`src/rtl/parking_gate_sensor_pkg.sv`:
```
// Shared encodings for the parking gate sensor decoder: FSM state codes,
// debounced sensor-pair codes and synchronizer depth.
package parking_gate_sensor_pkg;

    typedef enum logic [2:0] {
        IDLE  = 3'd0,
        EN_A  = 3'd1,
        EN_AB = 3'd2,
        EN_B  = 3'd3,
        EX_B  = 3'd4,
        EX_AB = 3'd5,
        EX_A  = 3'd6,
        ERR   = 3'd7
    } state_t;

    // Pair codes are {db_a, db_b}; 1 means the beam is blocked.
    localparam logic [1:0] P_CLR = 2'b00;
    localparam logic [1:0] P_A   = 2'b10;
    localparam logic [1:0] P_B   = 2'b01;
    localparam logic [1:0] P_AB  = 2'b11;

    localparam int SYNC_STAGES = 2;

endpackage

```
`src/rtl/parking_gate_sensor_if.sv`:
```
// Gate-side signal bundle: raw beam inputs toward the decoder and the
// occupancy pulses/status coming back.
interface parking_gate_sensor_if;

    logic sens_a;
    logic sens_b;
    logic inc;
    logic dec;
    logic seq_err;
    logic busy;

    modport master (
        output sens_a,
        output sens_b,
        input  inc,
        input  dec,
        input  seq_err,
        input  busy
    );

    modport slave (
        input  sens_a,
        input  sens_b,
        output inc,
        output dec,
        output seq_err,
        output busy
    );

endinterface

```
`src/rtl/parking_gate_sensor_debounce.sv`:
```
// Two-flop synchronizer followed by a hold-time debouncer: the output level
// only follows the synchronized input after it has been stable long enough.
module sensor_debounce
    import parking_gate_sensor_pkg::*;
#(
    parameter int DEBOUNCE_CYCLES = 16
) (
    input  logic clk,
    input  logic reset,
    input  logic raw,
    output logic level
);

    localparam int CW = (DEBOUNCE_CYCLES > 2) ? $clog2(DEBOUNCE_CYCLES) : 1;
    localparam logic [CW-1:0] CNT_MAX = CW'(DEBOUNCE_CYCLES - 1);

    logic [SYNC_STAGES-1:0] sync_q;
    logic [SYNC_STAGES-1:0] sync_d;
    logic                   s_lvl;
    logic                   db_q;
    logic                   db_d;
    logic [CW-1:0]          cnt_q;
    logic [CW-1:0]          cnt_d;

    assign sync_d[0] = raw;
    generate
        for (genvar gi = 1; gi < SYNC_STAGES; gi++) begin : g_sync
            assign sync_d[gi] = sync_q[gi-1];
        end
    endgenerate

    assign s_lvl = sync_q[SYNC_STAGES-1];

    // Any sample matching the current level restarts the count, so a
    // glitch shorter than DEBOUNCE_CYCLES never reaches the output.
    always_comb begin
        db_d  = db_q;
        cnt_d = cnt_q;
        if (s_lvl == db_q) begin
            cnt_d = '0;
        end else if (cnt_q == CNT_MAX) begin
            db_d  = s_lvl;
            cnt_d = '0;
        end else begin
            cnt_d = cnt_q + 1'b1;
        end
    end

    always_ff @(posedge clk) begin
        if (reset) begin
            sync_q <= '0;
            db_q   <= 1'b0;
            cnt_q  <= '0;
        end else begin
            sync_q <= sync_d;
            db_q   <= db_d;
            cnt_q  <= cnt_d;
        end
    end

    assign level = db_q;

endmodule

```
`src/rtl/parking_gate_sensor.sv`:
```
// Decodes the outer (A) and inner (B) gate beams into registered car-entered,
// car-exited and sequence-error pulses for the lot occupancy counter.
module parking_gate_sensor
    import parking_gate_sensor_pkg::*;
#(
    parameter int DEBOUNCE_CYCLES = 16
) (
    input  logic                  clk,
    input  logic                  reset,
    parking_gate_sensor_if.slave  gate
);

    logic   db_a;
    logic   db_b;
    logic   [1:0] p;
    state_t state_q;
    state_t state_d;
    logic   inc_q;
    logic   inc_d;
    logic   dec_q;
    logic   dec_d;
    logic   err_q;
    logic   err_d;
    logic   busy_q;

    sensor_debounce #(.DEBOUNCE_CYCLES(DEBOUNCE_CYCLES)) u_deb_a (
        .clk   (clk),
        .reset (reset),
        .raw   (gate.sens_a),
        .level (db_a)
    );

    sensor_debounce #(.DEBOUNCE_CYCLES(DEBOUNCE_CYCLES)) u_deb_b (
        .clk   (clk),
        .reset (reset),
        .raw   (gate.sens_b),
        .level (db_b)
    );

    assign p = {db_a, db_b};

    always_comb begin
        state_d = state_q;
        inc_d   = 1'b0;
        dec_d   = 1'b0;
        unique case (state_q)
            IDLE: begin
                case (p)
                    P_A:     state_d = EN_A;
                    P_B:     state_d = EX_B;
                    P_AB:    state_d = ERR;
                    default: state_d = IDLE;
                endcase
            end
            EN_A: begin
                case (p)
                    P_AB:    state_d = EN_AB;
                    P_CLR:   state_d = IDLE;
                    P_B:     state_d = ERR;
                    default: state_d = EN_A;
                endcase
            end
            EN_AB: begin
                case (p)
                    P_B:     state_d = EN_B;
                    P_A:     state_d = EN_A;
                    P_CLR:   state_d = ERR;
                    default: state_d = EN_AB;
                endcase
            end
            EN_B: begin
                case (p)
                    P_CLR: begin
                        state_d = IDLE;
                        inc_d   = 1'b1;
                    end
                    P_AB:    state_d = EN_AB;
                    P_A:     state_d = ERR;
                    default: state_d = EN_B;
                endcase
            end
            EX_B: begin
                case (p)
                    P_AB:    state_d = EX_AB;
                    P_CLR:   state_d = IDLE;
                    P_A:     state_d = ERR;
                    default: state_d = EX_B;
                endcase
            end
            EX_AB: begin
                case (p)
                    P_A:     state_d = EX_A;
                    P_B:     state_d = EX_B;
                    P_CLR:   state_d = ERR;
                    default: state_d = EX_AB;
                endcase
            end
            EX_A: begin
                case (p)
                    P_CLR: begin
                        state_d = IDLE;
                        dec_d   = 1'b1;
                    end
                    P_AB:    state_d = EX_AB;
                    P_B:     state_d = ERR;
                    default: state_d = EX_A;
                endcase
            end
            ERR: begin
                if (p == P_CLR) begin
                    state_d = IDLE;
                end
            end
            default: state_d = IDLE;
        endcase
    end

    // seq_err marks only the entry edge into ERR, not the dwell there.
    assign err_d = (state_d == ERR) && (state_q != ERR);

    always_ff @(posedge clk) begin
        if (reset) begin
            state_q <= IDLE;
            inc_q   <= 1'b0;
            dec_q   <= 1'b0;
            err_q   <= 1'b0;
            busy_q  <= 1'b0;
        end else begin
            state_q <= state_d;
            inc_q   <= inc_d;
            dec_q   <= dec_d;
            err_q   <= err_d;
            busy_q  <= (state_d != IDLE);
        end
    end

    assign gate.inc     = inc_q;
    assign gate.dec     = dec_q;
    assign gate.seq_err = err_q;
    assign gate.busy    = busy_q;

endmodule

```
`src/flat_wrapper.sv`:
```
// flat-port wrapper written by rule: the top's interface ports become plain ports
module parking_gate_sensor_flat import parking_gate_sensor_pkg::*;
#(
    parameter int DEBOUNCE_CYCLES = 16
)
  (clk, reset, gate_sens_a, gate_sens_b, gate_inc, gate_dec, gate_seq_err, gate_busy);
  parking_gate_sensor_if gate_i ();
  input  logic clk;
  input  logic reset;
  input wire logic [$bits(gate_i.sens_a)-1:0] gate_sens_a;
  input wire logic [$bits(gate_i.sens_b)-1:0] gate_sens_b;
  output wire logic [$bits(gate_i.inc)-1:0] gate_inc;
  output wire logic [$bits(gate_i.dec)-1:0] gate_dec;
  output wire logic [$bits(gate_i.seq_err)-1:0] gate_seq_err;
  output wire logic [$bits(gate_i.busy)-1:0] gate_busy;
  assign gate_i.sens_a = gate_sens_a;
  assign gate_i.sens_b = gate_sens_b;
  assign gate_inc = gate_i.inc;
  assign gate_dec = gate_i.dec;
  assign gate_seq_err = gate_i.seq_err;
  assign gate_busy = gate_i.busy;
  parking_gate_sensor #(.DEBOUNCE_CYCLES(DEBOUNCE_CYCLES)) u_core (.clk(clk), .reset(reset), .gate(gate_i));
endmodule
```
`config.mk`:
```
export PLATFORM = sky130hd
export DESIGN_NAME = parking_gate_sensor_flat
export DESIGN_NICKNAME = d
export VERILOG_FILES = /design/src/rtl/parking_gate_sensor_pkg.sv /design/src/rtl/parking_gate_sensor_if.sv /design/src/rtl/parking_gate_sensor_debounce.sv /design/src/rtl/parking_gate_sensor.sv /design/src/flat_wrapper.sv
export SDC_FILE = /design/constraint.sdc
export NUM_CORES = 1
export LEC_CHECK = 0
export CAP_MARGIN = 20
export CORE_ASPECT_RATIO = 0.7
export CORE_MARGIN = 2
export CORE_UTILIZATION = 50
export DETAILED_ROUTE_END_ITERATION = 8
export GPL_TIMING_DRIVEN = 1
export PLACE_DENSITY = 0.7
export SYNTH_ARGS = -nofsm -noshare
export SYNTH_HDL_FRONTEND = slang
export SYNTH_SLANG_ARGS = --single-unit
```
`constraint.sdc`:
```
create_clock -name clk -period 4.46 [get_ports clk]
set_input_delay 0.446 -clock clk [delete_from_list [all_inputs] [get_ports clk]]
set_output_delay 0.446 -clock clk [all_outputs]
set_load 0.05 [all_outputs]
```
==> results.sh, run 1 <==
export IMPL_dr_pass1_iters=2
export IMPL_vias=707
export IMPL_postCtsSetupRepairBufs=0
export IMPL_synth_xor_area_frac=0.05192
export IMPL_cts_sinks=21
export IMPL_nets=125
export IMPL_antenna_found_initial=0
export IMPL_syn_to_final_growth_pct=9.641
export IMPL_critPathMaxStageDelay_ns=0.48
export IMPL_grt_total_usage=0.1642
export IMPL_cp_slowest_cell="dfxtp_1"
export IMPL_multi_input_area_um2=541.8
export IMPL_setup_viol_count_final=0
export IMPL_critical_path_cell_chain="inv_1, ha_1, or2_0, mux4_2, nor2_1, a311oi_1, or3_1"
export IMPL_reg2reg_to="u_core.gate.busy$_SDFF_PP0_"
export IMPL_dpl_instance_area_um2=1082
export IMPL_finalPower_w=0.0002900
export IMPL_crit_arrival_ns=2.39
export IMPL_synth_distinct_cells=35
export IMPL_ff2ff_path_depth=7
export IMPL_clk_pin_slew_ns=0.12
export IMPL_status="finished, final reports clean"
export IMPL_insertion_delay_ns=0.31
export IMPL_fin_util=0.5882
export IMPL_vdd_drop_max_uv=172.1
export IMPL_synth_edf_count=0
export IMPL_synthesis_nets=117
export IMPL_holdWs_ns=0.4483
export IMPL_critPathMaxFanout=7
export IMPL_slew_violations=0
export IMPL_via_per_inst=5.356
export IMPL_core_area_um2=1887
export IMPL_grt_pass1_wl_mm=2.980
export IMPL_dp_hpwl_mm=1.300
export IMPL_rsz0062_at_grt="false"
export IMPL_synthMuxAreaShare=0.05192
export IMPL_synth_simple_gate_area_frac=0.2250
export IMPL_synth_area_um2=1012
export IMPL_ioPinCount=8
export IMPL_synthArstFlopShare=0
export IMPL_cp_required_ns=4.66
export IMPL_relSlewSlack=0.6571
export IMPL_ys_flop_type="dfxtp_1"
export IMPL_min_path_type="register to register"
export IMPL_critPathKind="register to register"
export IMPL_r2r_start="u_core.u_deb_a.level$_SDFFE_PP0P_"
export IMPL_reg2reg_slack_ns=2.27
export IMPL_timing_setup_tns_ns=0
export IMPL_antenna_cells=0
export IMPL_dieHeight_um=41.65
export IMPL_synth_compound_area_frac=0.08282
export IMPL_drive_gt1_frac=0.08182
export IMPL_initial_core_util=0.5365
export IMPL_antenna_left=0
export IMPL_post_route_drc_count=0
export IMPL_htree_num_levels=1
export IMPL_ys_ff_latch=21
export IMPL_postSynthCellCount=103
export IMPL_min_period_ns=2.186
export IMPL_synth_top_family_by_area="simple AND/OR/NAND/NOR gates"
export IMPL_worstHoldPathCells=1
export IMPL_gpl_final_weighted_congestion=0.8093
export IMPL_cap_violations=0
export IMPL_finalCritPeriodShare=0.4902
export IMPL_cts_resized=0
export IMPL_worst_clock_skew_ns=0.008513
export IMPL_row_count=13
export IMPL_routed_wl_mm=1.695
export IMPL_grt_start_max_net_pins=14
export IMPL_die_x_um=57.78
export IMPL_first_iter_violations=12
export IMPL_grt_pass1_vias=671
export IMPL_final_cell_area_um2=1110
export IMPL_hold_buffers=0
export IMPL_numCtsBuffers=3
export IMPL_endpoint="u_core.gate.busy$_SDFF_PP0_"
export IMPL_endpoint_kind="register"
export IMPL_yosys_warnings=0
export IMPL_clock_path_buffers=2
export IMPL_leakagePower_nw=0.4400
export IMPL_synth_avg_cell_area_um2=9.827
export IMPL_routedWlPerCell_um=12.84
export IMPL_cts_root_buf="clkbuf_4"
export IMPL_overflow=0
export IMPL_io_buffers=7
export IMPL_seqCellArea_um2=420.4
export IMPL_cp_start_kind="register"
export IMPL_ys_seq_area_frac=0.4153
export IMPL_tightest_slew_ns=0.5079
export IMPL_dieArea_um2=2406
export IMPL_max_freq_mhz=457.4
export IMPL_synthAdderAreaFrac=0.1236
export IMPL_n_fill_cell=167
export IMPL_hold_viol_final=0
export IMPL_cts_tree="built"
export IMPL_startpoint="u_core.u_deb_a.level$_SDFFE_PP0P_"
export IMPL_power_density_nw_per_um2=261.3
[worst max-delay path: cells and delay by family (launching register included)]
family	cells	cell delay (ns)
fa+ha+maj	1	0.22
flops	1	0.48
compound gates	1	0.07
mux	1	0.46
simple gates	3	0.71
buf+inv	1	0.15
[routing by layer]
metal  share of wire  global-route usage  vias to the layer above
met5               0                   0                        -
met4          0.0047             0.04186                        0
met3           0.056             0.06542                        2
met2            0.47              0.2614                       15
met1            0.47              0.2074                      324
li1                -                   -                      366
[worst min path at each step]
stage | endpoint | from | slack, ns
after floorplan | u_core.u_deb_a.sync_q[1]$_SDFF_PP0_ | u_core.u_deb_a.sync_q[0]$_SDFF_PP0_ | 0.41
final | u_core.u_deb_a.sync_q[1]$_SDFF_PP0_ | u_core.u_deb_a.sync_q[0]$_SDFF_PP0_ | 0.45
after CTS | u_core.u_deb_a.sync_q[1]$_SDFF_PP0_ | u_core.u_deb_a.sync_q[0]$_SDFF_PP0_ | 0.45
after global routing | u_core.u_deb_a.sync_q[1]$_SDFF_PP0_ | u_core.u_deb_a.sync_q[0]$_SDFF_PP0_ | 0.48
after detailed placement | u_core.u_deb_a.sync_q[1]$_SDFF_PP0_ | u_core.u_deb_a.sync_q[0]$_SDFF_PP0_ | 0.43
after global placement | u_core.u_deb_a.sync_q[1]$_SDFF_PP0_ | u_core.u_deb_a.sync_q[0]$_SDFF_PP0_ | 0.43
[kinds of logic (layout without fill, tap and decap cells)]
family | count (synthesis) | in the layout
xor+xnor | 6 | 6
fa+ha+maj | 10 | 10
flops | 21 | 21
simple gates | 41 | 41
compound gates | 11 | 11
mux | 4 | 4
buf+inv | 10 | 17
[layout make-up]
type	instances	share of cell area
sequential	21	0.3788
clock buffer	3	0.02029
multi-input combinational	72	0.4882
clock inverter	1	0.004510
inverter	6	0.02029
timing repair buffer	7	0.06313
tap	22	0.02480
[metrics by stage]
stage / std cells / worst slack, ns
final: 132 / 2.274
after global routing: 132 / 2.080
after CTS: 132 / 2.256
after detailed placement: 128 / 2.265
after global placement: 128 / 2.390
after floorplan: 103 / 2.457
[cell usage after synthesis, types with 2 or more instances]
library cell / count / area [um2]
xnor2_1: 2 / 17.52
mux2i_1: 3 / 30.03
inv_1: 6 / 22.52
nand3_1: 4 / 20.02
a21oi_1: 2 / 10.01
dfxtp_1: 21 / 420.4
nand2b_1: 6 / 37.54
xor2_1: 4 / 35.03
ha_1: 10 / 125.1
a211oi_1: 2 / 15.01
nor2b_1: 4 / 25.02
nor2_1: 16 / 60.06
[report_power, final]
group | total, W | internal, W | switching, W
combinational | 0.00000892 | 0.00000493 | 0.00000398
sequential | 0.000191 | 0.000190 | 0.00000128
clock | 0.0000900 | 0.0000335 | 0.0000564
[sequential cells by signal (all words and copies together) (netlist names)]
signal / cells
u_core.gate.busy: 1
u_core.gate.dec: 1
u_core.gate.inc: 1
u_core.gate.seq_err: 1
u_core.state_q: 3
u_core.u_deb_a.cnt_q: 4
u_core.u_deb_a.level: 1
u_core.u_deb_a.sync_q: 2
u_core.u_deb_b.cnt_q: 4
u_core.u_deb_b.level: 1
u_core.u_deb_b.sync_q: 2
[cells in the final DEF, fill, tap and decap left out, drive strengths merged]
master	instances
o22ai	1
inv	6
nand4b	1
mux2i	3
mux4	1
a211oi	2
a21oi	2
nor2	16
xnor2	2
a31oi	2
xor2	4
ha	10
a2111oi	1
a21boi	1
or2	1
a311oi	1
o311ai	1
or3	1
nor2b	4
or4	1
or4b	1
nand4	1
and2	1
clkdlybuf4s50	7
clkbuf	3
clkinv	1
dfxtp	21
nand3	4
nor4	1
nor3b	1
nor3	1
nand2b	7
(Power assumes the default switching activity.)
==> inputs of run 2 (changes only) <==
==> constraint.sdc (replaced) <==
create_clock -name clk -period 2.05 [get_ports clk]
set_input_delay 0.205 -clock clk [delete_from_list [all_inputs] [get_ports clk]]
set_output_delay 0.205 -clock clk [all_outputs]
set_load 0.05 [all_outputs]
==> results.sh, run 2 (synthesis results as in run 1) <==
export IMPL_clk_pin_slew_ns=0.11
export IMPL_post_route_drc_count=0
export IMPL_timing_setup_tns_ns=0
export IMPL_final_cell_mix="19 x dfxtp_1, 16 x nor2_1, 10 x ha_1"
export IMPL_final_common_cell="dfxtp_1"
export IMPL_min_period_ns=1.956
export IMPL_r2r_start="u_core.u_deb_a.level$_SDFFE_PP0P_"
export IMPL_dp_cells=133
export IMPL_seqCellArea_um2=422.9
export IMPL_cap_violations=0
export IMPL_numCtsBuffers=3
export IMPL_tightest_slew_ns=0.5984
export IMPL_finalPower_w=0.0006305
export IMPL_overflow=0
export IMPL_clock_path_buffers=2
export IMPL_vias=747
export IMPL_core_area_um2=1887
export IMPL_htree_num_levels=1
export IMPL_cts_sinks=21
export IMPL_setup_viol_count_final=0
export IMPL_critPathMaxFanout=3
export IMPL_hold_path_startpoint="gate_sens_b"
export IMPL_row_count=13
export IMPL_worst_clock_skew_ns=0.002903
export IMPL_hold_viol_final=0
export IMPL_finalCritPeriodShare=0.9542
export IMPL_power_density_nw_per_um2=541.3
export IMPL_power_internal_w=0.0004966
export IMPL_cts_tree="built"
export IMPL_crit_arrival_ns=2.15
export IMPL_die_x_um=57.78
export IMPL_power_switching_w=0.0001339
export IMPL_hold_buffers=0
export IMPL_routed_wl_mm=1.721
export IMPL_via_per_inst=5.453
export IMPL_pwr_share_seq=0.660
export IMPL_antenna_left=0
export IMPL_pwr_share_comb=0.031
export IMPL_leakagePower_nw=0.4697
export IMPL_postCtsSetupRepairBufs=0
export IMPL_insertion_delay_ns=0.30
export IMPL_dieArea_um2=2406
export IMPL_dr_pass1_iters=4
export IMPL_cts_root_buf="clkbuf_4"
export IMPL_initial_core_util=0.5365
export IMPL_final_cells=137
export IMPL_endpoint_kind="register"
export IMPL_dp_hpwl_mm=1.297
export IMPL_clkPwrFrac=0.310
export IMPL_nets=130
export IMPL_routedWlPerCell_um=12.56
export IMPL_multi_input_area_um2=556.8
export IMPL_reg_top3="u_core.u_deb_a.cnt_q: 4 flops, u_core.u_deb_b.cnt_q: 4 flops, u_core.state_q: 3 flops"
export IMPL_drive_gt1_frac=0.1652
export IMPL_grt_start_max_net_pins=14
export IMPL_io_buffers=7
export IMPL_gpl_final_weighted_congestion=0.9129
export IMPL_relSlewSlack=0.5907
export IMPL_p_sw_frac=0.2123
export IMPL_vdd_drop_max_uv=391.5
export IMPL_cp_required_ns=2.24
export IMPL_max_freq_mhz=511.2
export IMPL_ioPinCount=8
export IMPL_min_path_type="primary input to register"
export IMPL_startpoint="u_core.u_deb_a.level$_SDFFE_PP0P_"
export IMPL_first_iter_violations=24
export IMPL_grt_pass1_vias=654
export IMPL_n_fill_cell=171
export IMPL_grt_total_usage=0.1568
export IMPL_critPathKind="register to register"
export IMPL_grt_pass1_wl_mm=2.884
export IMPL_rsz0062_at_grt="false"
export IMPL_antenna_found_initial=0
export IMPL_syn_to_final_growth_pct=15.08
export IMPL_antenna_cells=0
export IMPL_slew_violations=0
export IMPL_status="finished, final reports clean"
export IMPL_cp_start_kind="register"
export IMPL_dieHeight_um=41.65
run 2: path summary, 6_finish.rpt:
kind	end	slack [ns]	cells after the start
setup / recovery	u_core.gate.busy$_SDFF_PP0_	0.09	7
hold / removal	u_core.u_deb_b.sync_q[0]$_SDFF_PP0_	0.45	2
setup reg to reg	u_core.gate.busy$_SDFF_PP0_	0.09	7
hold reg to reg	u_core.u_deb_b.sync_q[1]$_SDFF_PP0_	0.45	1
run 2: metrics by stage:
step                      instance area [um2]  hold slack [ns]  utilization  setup WS, ns
after global placement                   1120           0.4205       0.5935       0.08560
final                                    1165           0.4482       0.6174       0.09380
after floorplan                          1012           0.2923            -       0.04740
after detailed placement                 1120           0.4237       0.5935       0.02570
after CTS                                1147           0.4383       0.6081      0.008331
after global routing                     1165           0.4468       0.6174       0.01995
run 2: per-layer routing:
layer  GRT usage  vias up  wire, um
met5           0        -         0
met4     0.04186        0        13
met3     0.06231        2       155
met2      0.2182       40       685
met1      0.2242      330       866
li1            -      375         -
run 2: cell type report:
type                    count  area share
multi-input cells          72      0.4780
flip-flops and latches     21      0.3630
repair buffers             12     0.09237
well taps                  22     0.02363
clock buffers               3     0.01933
inverters                   6     0.01933
clock inverters             1    0.004296
run 2: worst max-delay path: stages (launching register included):
cell	delay, ns
dfxtp_2	0.34
buf_4	0.14
ha_1	0.18
or2_0	0.19
mux4_2	0.44
nor2_1	0.09
a311oi_1	0.07
or3_1	0.40
run 2: power groups by stage:
| stage | registers (W) | logic [W] | clock network, W |
|---|---|---|---|
| 2_1_floorplan | 0.000425 | 0.0000113 | 0 |
| 5_1_grt | 0.000416 | 0.0000216 | 0.000218 |
| 4_1_cts | 0.000416 | 0.0000196 | 0.000206 |
| 6_report | 0.000416 | 0.0000195 | 0.000195 |
| 3_3_place_gp | 0.000425 | 0.0000193 | 0 |
| 3_5_place_dp | 0.000425 | 0.0000195 | 0 |
run 2: timing repair:
action | CTS | global route
endpoints found under the setup margin | 0 | 2
endpoints found under the hold margin | 0 | 0
gates resized for setup | 0 | 6
==> inputs of run 3 (changes only) <==
--- a/config.mk
+++ b/config.mk
@@ -7,7 +7,6 @@
 export LEC_CHECK = 0
 export CAP_MARGIN = 20
 export CORE_ASPECT_RATIO = 0.7
-export CORE_MARGIN = 2
 export CORE_UTILIZATION = 50
 export DETAILED_ROUTE_END_ITERATION = 8
 export GPL_TIMING_DRIVEN = 1
==> results.sh, run 3 (synthesis results as in run 1) <==
export IMPL_status="finished, final reports clean"
export IMPL_vias=758
export IMPL_pwr_share_seq=0.659
export IMPL_critPathKind="register to register"
export IMPL_grt_pass1_wl_mm=2.760
export IMPL_cap_violations=0
export IMPL_hold_end="u_core.u_deb_b.sync_q[0]$_SDFF_PP0_"
export IMPL_initial_core_util=0.5365
export IMPL_drive_gt1_frac=0.1404
export IMPL_min_path_type="primary input to register"
export IMPL_reg2reg_slack_ns=0.11
export IMPL_final_common_cell="dfxtp_1"
export IMPL_n_fill_cell=149
export IMPL_worst_clock_skew_ns=0.001474
export IMPL_cp_start_kind="register"
export IMPL_dieArea_um2=2211
export IMPL_power_switching_w=0.0001341
export IMPL_cts_root_buf="clkbuf_4"
export IMPL_row_count=13
export IMPL_htree_num_levels=1
export IMPL_p_sw_frac=0.2131
export IMPL_vdd_drop_max_uv=355.0
export IMPL_post_route_drc_count=0
export IMPL_reg2reg_to="u_core.gate.seq_err$_SDFF_PP0_"
export IMPL_endpoint_kind="register"
export IMPL_core_area_um2=1887
export IMPL_first_iter_violations=23
export IMPL_post_place_ws_ns=-0.004220
export IMPL_tightest_slew_ns=0.4997
export IMPL_grt_pass1_vias=626
export IMPL_critPathBufInv=2
export IMPL_clk_pin_slew_ns=0.11
export IMPL_dpl_instance_area_um2=1112
export IMPL_finalPower_w=0.0006295
export IMPL_ioPinCount=8
export IMPL_insertion_delay_ns=0.30
export IMPL_postCtsSetupRepairBufs=0
export IMPL_r2r_start="u_core.u_deb_a.level$_SDFFE_PP0P_"
export IMPL_numCtsBuffers=3
export IMPL_io_buffers=7
export IMPL_final_cell_mix="19 x dfxtp_1, 16 x nor2_1, 10 x ha_1"
export IMPL_antenna_found_initial=0
export IMPL_antenna_cells=0
export IMPL_reg_top3="u_core.u_deb_a.cnt_q: 4 flops, u_core.u_deb_b.cnt_q: 4 flops, u_core.state_q: 3 flops"
export IMPL_slew_violations=0
export IMPL_clock_path_buffers=2
export IMPL_gpl_final_weighted_congestion=0.8849
export IMPL_setup_viol_count_final=0
export IMPL_worstHoldPathCells=2
export IMPL_cp_slowest_cell="or4_1"
export IMPL_dr_pass1_iters=4
export IMPL_grt_total_usage=0.1745
export IMPL_nets=129
export IMPL_critPathMaxStageDelay_ns=0.56
export IMPL_rsz0062_at_grt="false"
export IMPL_overflow=0
export IMPL_die_x_um=55.78
export IMPL_cts_sinks=21
export IMPL_power_density_nw_per_um2=547.5
export IMPL_finalCritPeriodShare=0.9451
export IMPL_via_per_inst=5.574
export IMPL_ff2ff_path_depth=7
export IMPL_setup_slack_ns=0.1126
export IMPL_crit_arrival_ns=2.20
export IMPL_syn_to_final_growth_pct=13.60
export IMPL_cts_tree="built"
export IMPL_max_freq_mhz=516.2
export IMPL_hold_viol_final=0
export IMPL_routed_wl_mm=1.809
export IMPL_critical_path_cell_chain="inv_1, buf_4, ha_1, a21oi_1, or4_1, a31oi_1, and2_2"
export IMPL_grt_start_max_net_pins=14
export IMPL_cp_required_ns=2.31
export IMPL_pwr_share_comb=0.031
export IMPL_antenna_left=0
export IMPL_power_internal_w=0.0004954
export IMPL_clkPwrFrac=0.310
export IMPL_relSlewSlack=0.6582
export IMPL_leakagePower_nw=0.4627
export IMPL_dieHeight_um=39.65
export IMPL_min_period_ns=1.937
export IMPL_routedWlPerCell_um=13.30
export IMPL_critPathMaxFanout=5
export IMPL_final_cell_area_um2=1150
export IMPL_hold_path_startpoint="gate_sens_b"
export IMPL_crit_family="simple AND/OR/NAND/NOR gates"
export IMPL_dp_hpwl_mm=1.325
run 3: per-stage QoR:
stage / instances / hold slack (ns) / utilization / TNS [ns]
floorplan: 103 / 0.2923 / - / 0
global placement: 132 / 0.4201 / 0.5895 / 0
detailed placement: 132 / 0.4392 / 0.5895 / -0.004220
CTS: 136 / 0.4447 / 0.6054 / 0
global route: 136 / 0.4477 / 0.6094 / 0
finish: 136 / 0.4470 / 0.6094 / 0
run 3: what timing repair did:
action                                  4_1_cts  5_1_grt
pin swaps                                     0        2
hold endpoints to repair                      0        0
endpoints found under the setup margin        1        2
hold buffers                                  0        0
gates resized for setup                       2        2
run 3: worst max-delay path by stage:
stage                                                 start                              to  cells past startpoint
after floorplan           u_core.u_deb_a.level$_SDFFE_PP0P_     u_core.gate.busy$_SDFF_PP0_                      7
after global placement    u_core.u_deb_b.level$_SDFFE_PP0P_     u_core.gate.busy$_SDFF_PP0_                      6
after detailed placement  u_core.u_deb_a.level$_SDFFE_PP0P_     u_core.gate.busy$_SDFF_PP0_                      7
after CTS                 u_core.u_deb_a.level$_SDFFE_PP0P_     u_core.gate.busy$_SDFF_PP0_                      7
after global routing      u_core.u_deb_b.level$_SDFFE_PP0P_  u_core.gate.seq_err$_SDFF_PP0_                      6
final                     u_core.u_deb_a.level$_SDFFE_PP0P_  u_core.gate.seq_err$_SDFF_PP0_                      7
run 3: cell type report:
class / instances / area, um2 / area share
clock buffer: 3 / 22.52 / 0.01959
clock inverter: 1 / 5.005 / 0.004353
inverter: 6 / 22.52 / 0.01959
multi-input combinational: 72 / 546.8 / 0.4755
sequential: 21 / 425.4 / 0.3700
tap: 22 / 27.53 / 0.02394
timing repair buffer: 11 / 100.1 / 0.08705
run 3: metal layers:
| layer | part of all wire | global-route usage | vias to the layer above |
|---|---|---|---|
| met2 | 0.43 | 0.2651 | 32 |
| met4 | 0.015 | 0.09375 | 0 |
| li1 | - | - | 375 |
| met1 | 0.49 | 0.2218 | 345 |
| met5 | 0 | 0 | - |
| met3 | 0.064 | 0.05941 | 6 |
run 3: power groups by stage:
stage | Combinational (W) | Clock [W] | Sequential (W)
after floorplan | 0.0000113 | 0 | 0.000425
after global routing | 0.0000213 | 0.000215 | 0.000416
after CTS | 0.0000194 | 0.000200 | 0.000416
after detailed placement | 0.0000193 | 0 | 0.000425
after global placement | 0.0000190 | 0 | 0.000425
final | 0.0000193 | 0.000195 | 0.000415
